$ cat src/rtl/serial_add_ctrl.sv
// -----------------------------------------------------------------------------
// serial_add_ctrl
//
// Bit-serial adder controller. Two WIDTH-bit operands and a carry-in are
// accepted in one cycle, then added one bit per cycle, LSB first, through a
// single full adder. The result is held until the consumer takes it.
//
// Handshake: a transfer happens on a rising clk_i edge where valid and ready
// are both high. Input side: in_valid_i/in_ready_o (ready only in IDLE).
// Output side: out_valid_o/out_ready_i (valid only in DONE). Inputs are
// ignored whenever the matching ready/valid from this block is low.
//
// Optional feature macro: SERIAL_ADD_OVF_EN adds overflow_o, the
// two's-complement overflow flag of the addition.
//
// Parameters
//   WIDTH        operand width in bits, 2..64
//
// Ports
//   clk_i        clock, all state updates on rising edge
//   rst_ni       asynchronous active-low reset
//   in_valid_i   operand request valid
//   in_ready_o   controller can accept operands (IDLE)
//   a_i, b_i     operands
//   cin_i        initial carry
//   out_valid_o  result available (DONE)
//   out_ready_i  consumer accepts the result
//   sum_o        result bits (partial shift contents during RUN)
//   cout_o       final carry
//   busy_o       serial addition in progress (RUN)
//   overflow_o   two's-complement overflow (only with SERIAL_ADD_OVF_EN)
// -----------------------------------------------------------------------------

// One-bit full adder; the only adder datapath in the controller.
module serial_add_full_adder (
    input  logic a_i,
    input  logic b_i,
    input  logic c_i,
    output logic s_o,
    output logic c_o
);
    assign s_o = a_i ^ b_i ^ c_i;
    assign c_o = (a_i & b_i) | (a_i & c_i) | (b_i & c_i);
endmodule

module serial_add_ctrl #(
    parameter int WIDTH = 8
) (
    input  logic             clk_i,
    input  logic             rst_ni,
    input  logic             in_valid_i,
    output logic             in_ready_o,
    input  logic [WIDTH-1:0] a_i,
    input  logic [WIDTH-1:0] b_i,
    input  logic             cin_i,
    output logic             out_valid_o,
    input  logic             out_ready_i,
    output logic [WIDTH-1:0] sum_o,
    output logic             cout_o,
    output logic             busy_o
`ifdef SERIAL_ADD_OVF_EN
    ,
    output logic             overflow_o
`endif
);

    localparam int CNT_W = $clog2(WIDTH);

    typedef enum logic [1:0] {
        IDLE = 2'd0,
        RUN  = 2'd1,
        DONE = 2'd2
    } state_t;

    // Current FSM state; kept as a named enum so checkers can bind to it.
    state_t           state_q, state_d;
    logic [WIDTH-1:0] a_q, a_d;
    logic [WIDTH-1:0] b_q, b_d;
    logic [WIDTH-1:0] sum_q, sum_d;
    logic             carry_q, carry_d;
    logic [CNT_W-1:0] cnt_q, cnt_d;
`ifdef SERIAL_ADD_OVF_EN
    logic             ovf_q, ovf_d;
`endif

    logic fa_sum;
    logic fa_cout;
    logic last_bit;

    serial_add_full_adder u_fa (
        .a_i (a_q[0]),
        .b_i (b_q[0]),
        .c_i (carry_q),
        .s_o (fa_sum),
        .c_o (fa_cout)
    );

    // The counter never reaches WIDTH: the last bit edge leaves RUN instead
    // of incrementing, so a power-of-two WIDTH cannot wrap.
    assign last_bit = (cnt_q == CNT_W'(WIDTH - 1));

    // -------------------------------------------------------------------------
    // State and datapath registers
    // -------------------------------------------------------------------------
    always_ff @(posedge clk_i or negedge rst_ni) begin
        if (!rst_ni) begin
            state_q <= IDLE;
            a_q     <= '0;
            b_q     <= '0;
            sum_q   <= '0;
            carry_q <= 1'b0;
            cnt_q   <= '0;
`ifdef SERIAL_ADD_OVF_EN
            ovf_q   <= 1'b0;
`endif
        end else begin
            state_q <= state_d;
            a_q     <= a_d;
            b_q     <= b_d;
            sum_q   <= sum_d;
            carry_q <= carry_d;
            cnt_q   <= cnt_d;
`ifdef SERIAL_ADD_OVF_EN
            ovf_q   <= ovf_d;
`endif
        end
    end

    // -------------------------------------------------------------------------
    // Next-state and datapath logic
    // -------------------------------------------------------------------------
    always_comb begin
        state_d = state_q;
        a_d     = a_q;
        b_d     = b_q;
        sum_d   = sum_q;
        carry_d = carry_q;
        cnt_d   = cnt_q;
`ifdef SERIAL_ADD_OVF_EN
        ovf_d   = ovf_q;
`endif

        case (state_q)
            IDLE: begin
                if (in_valid_i) begin
                    a_d     = a_i;
                    b_d     = b_i;
                    sum_d   = '0;
                    carry_d = cin_i;
                    cnt_d   = '0;
                    state_d = RUN;
                end
            end

            RUN: begin
                // Sum bits enter at the MSB; after WIDTH shifts bit 0 of the
                // result sits at sum_q[0].
                sum_d   = {fa_sum, sum_q[WIDTH-1:1]};
                a_d     = a_q >> 1;
                b_d     = b_q >> 1;
                carry_d = fa_cout;
                if (last_bit) begin
                    state_d = DONE;
`ifdef SERIAL_ADD_OVF_EN
                    // carry_q is the carry into the MSB on this edge.
                    ovf_d   = carry_q ^ fa_cout;
`endif
                end else begin
                    cnt_d = cnt_q + CNT_W'(1);
                end
            end

            DONE: begin
                if (out_ready_i) begin
                    state_d = IDLE;
                end
            end

            default: begin
                state_d = IDLE;
            end
        endcase
    end

    // -------------------------------------------------------------------------
    // Outputs
    // -------------------------------------------------------------------------
    assign in_ready_o  = (state_q == IDLE);
    assign out_valid_o = (state_q == DONE);
    assign busy_o      = (state_q == RUN);
    assign sum_o       = sum_q;
    // carry_q holds the final carry once DONE is reached and is left untouched
    // until the next accept.
    assign cout_o      = carry_q;
`ifdef SERIAL_ADD_OVF_EN
    assign overflow_o  = ovf_q;
`endif

endmodule

$ cat config.mk
export PLATFORM = sky130hd
export DESIGN_NAME = serial_add_ctrl
export DESIGN_NICKNAME = d
export VERILOG_FILES = /design/src/rtl/serial_add_ctrl.sv
export SDC_FILE = /design/constraint.sdc
export NUM_CORES = 1
export LEC_CHECK = 0
export CAP_MARGIN = 20
export CORE_UTILIZATION = 54
export CTS_CLUSTER_DIAMETER = 40
export DETAILED_ROUTE_END_ITERATION = 10
export PLACE_DENSITY = 0.84
export SYNTH_ARGS = -nofsm -noshare
export SYNTH_HDL_FRONTEND = slang
export SYNTH_SLANG_ARGS = --single-unit
export TNS_END_PERCENT = 5
$ cat constraint.sdc
create_clock -name clk_i -period 3.3 [get_ports clk_i]
set_clock_uncertainty 0.05 [all_clocks]
set_input_delay 0.66 -clock clk_i [delete_from_list [all_inputs] [get_ports clk_i]]
set_output_delay 0.66 -clock clk_i [all_outputs]
set_load 0.02 [all_outputs]
==> results.md, run 1 <==
* CTS clk-pin slew, worst paths at 0.10 ns
* Clock network fraction of design power at 0.165
* Switching power at 681 uW
* Class of the worst hold path: flip-flop to flip-flop
* Num CTS Buffers at 5
* Reg2reg path depth at 3
* Post-synthesis sequential area ratio at 0.468
* Via Count at between 1000 and 1500
* Worst flop-to-flop path endpoint: b_q[6]$_DFFE_PN0P_
* CTS tree: done
* Clock Latency Late Sink at 0.34 ns
* Nets at 189
* Avg WL per Cell at between 15 and 20 um
* Total congestion overflow at 0
* Die footprint at 3200 um2
* Post-CTS Setup Repair Bufs at 0
* CP bufs+invs at 1
* CTS H-tree depth at 2
* Startpoint Class: flip-flop
* DRT antenna net count at 0
* Arrival @ worst endpoint at 2.14 ns
* Crit path largest cell delay at just under 0.8 ns
* Clk root buf: clkbuf_4
* Placed cell area at 1910 um2
* Switching portion of total power at 0.383
* #FFs+latches synth at 30
* Slew headroom at 0.499
* Flop pwr share at 0.370
* CP Capture Type: output port
* Status: finished, final reports clean
* CTS Buffer Depth at 2
* DRT Wirelength at ~3.4 mm
* Routability cong. at 0.773
* Hpwl dp at roughly 2.2 mm
* Crit path time final at 2.85 ns
* Worst R2R Setup Slack at roughly 1.3 ns
* Hold_sp: sum_o[0]$_DFFE_PN0P_
* Worst VDD drop at 0.634 mV
* Core ar. at 2780 um2
* Antenna diode count at 0
* Hold Slack at 0.462 ns
* CTS resizes at 0
* Die H at ~57 um
* Highest clock rate at 0.351 GHz
* Largest net degree at the start of global routing at 31
* Area delta synth->final at 24.1%
* DIE WIDTH at approximately 57 um
* Syn_nets at 158
* # hold bufs at CTS at 0
* IO Pins at 33
* Crit path max fanout at 25
* Cell-internal power at 1.10 mW
* Slew @ Worst Pin at approximately 0.75 ns
* Hold Path Depth at 1
* CP Launch Point: state_q[0]$_DFFE_PN0P_
* Vias per inst at 5.99
* # DRC at 0
* Worst-case hold path end point: sum_o[0]$_DFFE_PN0P_
* Crit path kind: flip-flop to output port
* Slowest-stage cell, CP: dfrtp_1
* DRT iter0 DRCs at 43
* Tot GR Track Use at 0.236
* Number of max-cap violations at 0
* Non-Filler Instances at 197
* Combinational cell fraction of total power at 0.464
* Antenna violations before repair at 0
* Required time worst endpoint at around 2.6 ns
* Static Leak at between 0.8 and 0.9 nW
* Placed Cells incl. Taps at 189
* Row Count at 19
* Post-route cell area at roughly 2000 um2
* Fillers at 211
* Share of layout cells above drive strength 1 at 0.181
* Mean Syn Cell Area at 12.0 um2
* Setup TNS at 0 ns
* CP Cell Sequence: and2b_4 -> clkdlybuf4s50_1
* R2r startpoint: state_q[0]$_DFFE_PN0P_
* CP top delay family: flip-flops
* Setup-failing EPs final at 0
* Vias in the first global route at about 1200
* CTS sink cnt at 30
* Final period util at 0.863
* Mapped Area at 1610 um2
* Slew Limit Fails at 0
* RSZ-0062 raised after global routing: no
* First-pass GRT wire length at 5.63 mm
* Power Total at 1.78 mW
* Final Hold Vio Count at 0
* First-pass DRT Iterations at 4
* Syn. warnings at 0
* Gate Count Post-Synth at 134
* Starting Density at 0.577
* Cell Pwr Density at 894 nW/um2
* Synth cell types at 28
* Port-buffer cells at 32
## worst register-to-register path: cells and delay by family (launching register included)
family	cells	cell delay [ns]
AOI/OAI and AO/OA	2	0.83
buffers and inverters	1	0.33
DFF	1	0.63
## synthesized netlist by cell type
master     instances  area share
a211o_1            3       0.016
a211oi_1           3       0.014
a211oi_2           9       0.070
a21oi_1            1      0.0031
a222oi_1           3       0.019
a22o_1             9       0.049
a32o_1             1      0.0062
and2b_4            1      0.0062
and3_1             3       0.012
buf_2              4       0.012
buf_4              6       0.028
buf_6              1      0.0070
clkbuf_1           1      0.0023
dfrtp_1           30        0.47
fa_1               1       0.012
ha_1               2       0.016
inv_1             18       0.042
nand2_1            1      0.0023
nand2b_1           2      0.0078
nand4bb_1          1      0.0070
nor2_2             1      0.0039
nor2b_1            4       0.016
nor3b_1           12       0.056
nor4b_1            7       0.038
nor4b_2            6       0.056
nor4bb_1           2       0.012
o21bai_4           1       0.012
o311ai_1           1      0.0055
## cells by family after synthesis
kind of cell               Yosys count  synth area share
and+or+nand+nor                     40             0.217
AOI/OAI and AO/OA                   31             0.195
buffers and inverters               30            0.0920
DFF                                 30             0.468
adders and majority gates            3            0.0281
## state kept, by name, indices dropped and copies added, names as in the netlist
| name | flops |
|---|---|
| cnt_q | 3 |
| cout_o | 1 |
| state_q | 2 |
| sum_o | 8 |
| a_q | 8 |
| b_q | 8 |
## final cells by class
| cell class | count | area [um2] | share of cell area |
|---|---|---|---|
| well taps | 31 | 38.8 | 0.0195 |
| multi-input cells | 74 | 707 | 0.355 |
| repair buffers | 36 | 350 | 0.176 |
| clock buffers | 5 | 37.5 | 0.0188 |
| clock inverters | 3 | 40.0 | 0.0201 |
| flip-flops and latches | 30 | 751 | 0.377 |
| inverters | 18 | 67.6 | 0.0339 |
## worst max path at each step
stage,to,slack [ns],cells past startpoint
floorplan,out_valid_o,1.66,2
global placement,cout_o$_DFFE_PN0P_,0.77,3
detailed placement,b_q[6]$_DFFE_PN0P_,0.71,3
CTS,busy_o,0.45,2
global route,busy_o,0.35,2
finish,busy_o,0.45,2
## layer usage
metal | wire length (um) | up-vias | GRT usage
li1 | - | 552 | -
met3 | 166 | 8 | 0.0645
met5 | 0 | - | 0
met4 | 74 | 0 | 0.0941
met2 | 1670 | 39 | 0.385
met1 | 1450 | 581 | 0.298
## metrics by stage
step / util / setup WS (ns)
4_1_cts: 0.716 / 0.449
6_report: 0.716 / 0.452
2_1_floorplan: - / 1.66
5_1_grt: 0.716 / 0.348
3_5_place_dp: 0.688 / 0.712
3_3_place_gp: 0.688 / 0.770
## power by group through the flow
stage	clock, mW	sequential [mW]	combinational (mW)
finish	0.294	0.659	0.827
global route	0.311	0.683	0.902
CTS	0.298	0.660	0.833
detailed placement	0	0.665	0.825
global placement	0	0.653	0.775
floorplan	0	0.670	0.576
## cell usage in the layout (no fill, tap or decap), drive strengths merged
| master | Yosys | final |
|---|---|---|
| a211o | 3 | 3 |
| a211oi | 12 | 12 |
| a21oi | 1 | 1 |
| a222oi | 3 | 3 |
| a22o | 9 | 9 |
| a32o | 1 | 1 |
| and2b | 1 | 1 |
| and3 | 3 | 3 |
| buf | 11 | 4 |
| bufinv | 0 | 1 |
| clkbuf | 1 | 5 |
| clkdlybuf4s50 | 0 | 32 |
| clkinv | 0 | 2 |
| dfrtp | 30 | 30 |
| fa | 1 | 1 |
| ha | 2 | 2 |
| inv | 18 | 18 |
| nand2 | 1 | 1 |
| nand2b | 2 | 2 |
| nand4bb | 1 | 1 |
| nor2 | 1 | 1 |
| nor2b | 4 | 4 |
| nor3b | 12 | 12 |
| nor4b | 13 | 13 |
| nor4bb | 2 | 2 |
| o21bai | 1 | 1 |
| o311ai | 1 | 1 |
(Power assumes the default switching activity.)
==> inputs of run 2 (changes only) <==
CTS_BUF_LIST = sky130_fd_sc_hd__clkbuf_16   (was default)
==> results.md, run 2 (same netlist as run 1, synthesis figures left out) <==
* Power Total at 2.01 mW
* Tot GR Track Use at 0.251
* Worst flop-to-flop path endpoint: b_q[6]$_DFFE_PN0P_
* Vias in the first global route at 1224
* CP Capture Type: output port
* Share of layout cells above drive strength 1 at 0.181
* Reg2reg path depth at 3
* Vias per inst at just over 6
* RSZ-0062 raised after global routing: no
* Pre-CTS setup slack at 0.712 ns
* Status: finished, final reports clean
* Die footprint at approximately 3200 um2
* Static Leak at between 0.9 and 1 nW
* Antenna diode count at 0
* Non-Filler Instances at 197
* Hold Path Depth at 1
* Hpwl dp at 2.22 mm
* CTS resizes at 0
* Commonest non-fill, non-tap cell in the layout: clkdlybuf4s50_1
* Area delta synth->final at 29.5%
* Placed cell area at between 1500 and 2000 um2
* Most frequent cells in the layout: clkdlybuf4s50_1 (32), dfrtp_1 (30), inv_1 (18), nor3b_1 (12)
* R2r startpoint: state_q[0]$_DFFE_PN0P_
* First-pass DRT Iterations at 5
* Arrival @ worst endpoint at 2.06 ns
* Avg WL per Cell at 18.1 um
* Startpoint Class: flip-flop
* Worst-case hold path end point: sum_o[0]$_DFFE_PN0P_
* Final Hold Vio Count at 0
* Setup WS post-layout at 0.528 ns
* Port-buffer cells at 32
* CTS Buffer Depth at 2
* Fillers at 192
* # DRC at 0
* Clock Latency Late Sink at approximately 0.27 ns
* DRT antenna net count at 0
* Crit path max fanout at 25
* Cell Pwr Density at 969 nW/um2
* CTS H-tree depth at 2
* DRT iter0 DRCs at 53
* Core ar. at 2780 um2
* Die H at 56.5 um
* Clk root buf: clkbuf_16
* First-pass GRT wire length at 6.05 mm
* Seq. cell area at 751 um2
* Num CTS Buffers at 5
* Nets at 189
* Placed Cells incl. Taps at 189
* Setup TNS at 0 ns
* Crit path time final at approximately 2.8 ns
* # hold bufs at CTS at 0
* Final core utilization at 0.748
* Row Count at 19
* Number of max-cap violations at 0
* Starting Density at 0.577
* Class of the worst hold path: flip-flop to flip-flop
* Required time worst endpoint at 2.59 ns
* DRT Wirelength at 3.57 mm
* Highest clock rate at 0.361 GHz
* Antenna violations before repair at 0
* Final period util at 0.840
* Routability cong. at 0.773
* Worst R2R Setup Slack at 1.28 ns
* IO Pins at 33
* DIE WIDTH at 56.5 um
* CTS tree: done
* CTS sink cnt at 30
* Via Count at between 1000 and 1500
* Hold_sp: sum_o[0]$_DFFE_PN0P_
* Worst VDD drop at 0.818 mV
* Multi-input gate area at approximately 700 um2
* Slew @ Worst Pin at roughly 0.76 ns
* Post-route cell area at 2080 um2
* Slew Limit Fails at 0
* Largest net degree at the start of global routing at 31
* Slew headroom at 0.489
* Total congestion overflow at 0
* Crit path kind: flip-flop to output port
* Post-CTS Setup Repair Bufs at 0
* CTS clk-pin slew, worst paths at roughly 0.050 ns
* Setup-failing EPs final at 0
* Hold Slack at roughly 0.45 ns
-- run 2: final cells by class --
type,count,share of cell area
well taps,31,0.0187
clock buffers,5,0.0602
multi-input cells,74,0.340
clock inverters,3,0.0193
repair buffers,36,0.168
inverters,18,0.0325
flip-flops and latches,30,0.361
-- run 2: worst max-delay path, stage by stage (launching register included) --
cell and delay (ns):
dfrtp_1 0.78, and2b_4 0.37, clkdlybuf4s50_1 0.64
-- run 2: metal layers --
metal  up-vias  track usage  wire length [um]
met4         0        0.101                66
met2        50        0.400              1790
met5         -            0                 0
met1       600        0.323              1500
li1        554            -                 -
met3         8       0.0714               208
-- run 2: worst max-delay path by stage --
| stage | startpoint | slack, ns | cells after the start | endpoint |
|---|---|---|---|---|
| 3_5_place_dp | in_valid_i | 0.71 | 3 | b_q[6]$_DFFE_PN0P_ |
| 5_1_grt | state_q[0]$_DFFE_PN0P_ | 0.42 | 2 | busy_o |
| 3_3_place_gp | in_valid_i | 0.77 | 3 | cout_o$_DFFE_PN0P_ |
| 2_1_floorplan | state_q[1]$_DFFE_PN0P_ | 1.66 | 2 | out_valid_o |
| 6_report | state_q[0]$_DFFE_PN0P_ | 0.53 | 2 | busy_o |
| 4_1_cts | state_q[0]$_DFFE_PN0P_ | 0.52 | 2 | busy_o |
-- run 2: report_power, final --
part | total (mW) | leakage, nW | switching [mW] | internal (mW)
clock | 0.511 | 0.0836 | 0.159 | 0.352
combinational | 0.840 | 0.462 | 0.428 | 0.412
sequential | 0.663 | 0.363 | 0.130 | 0.533
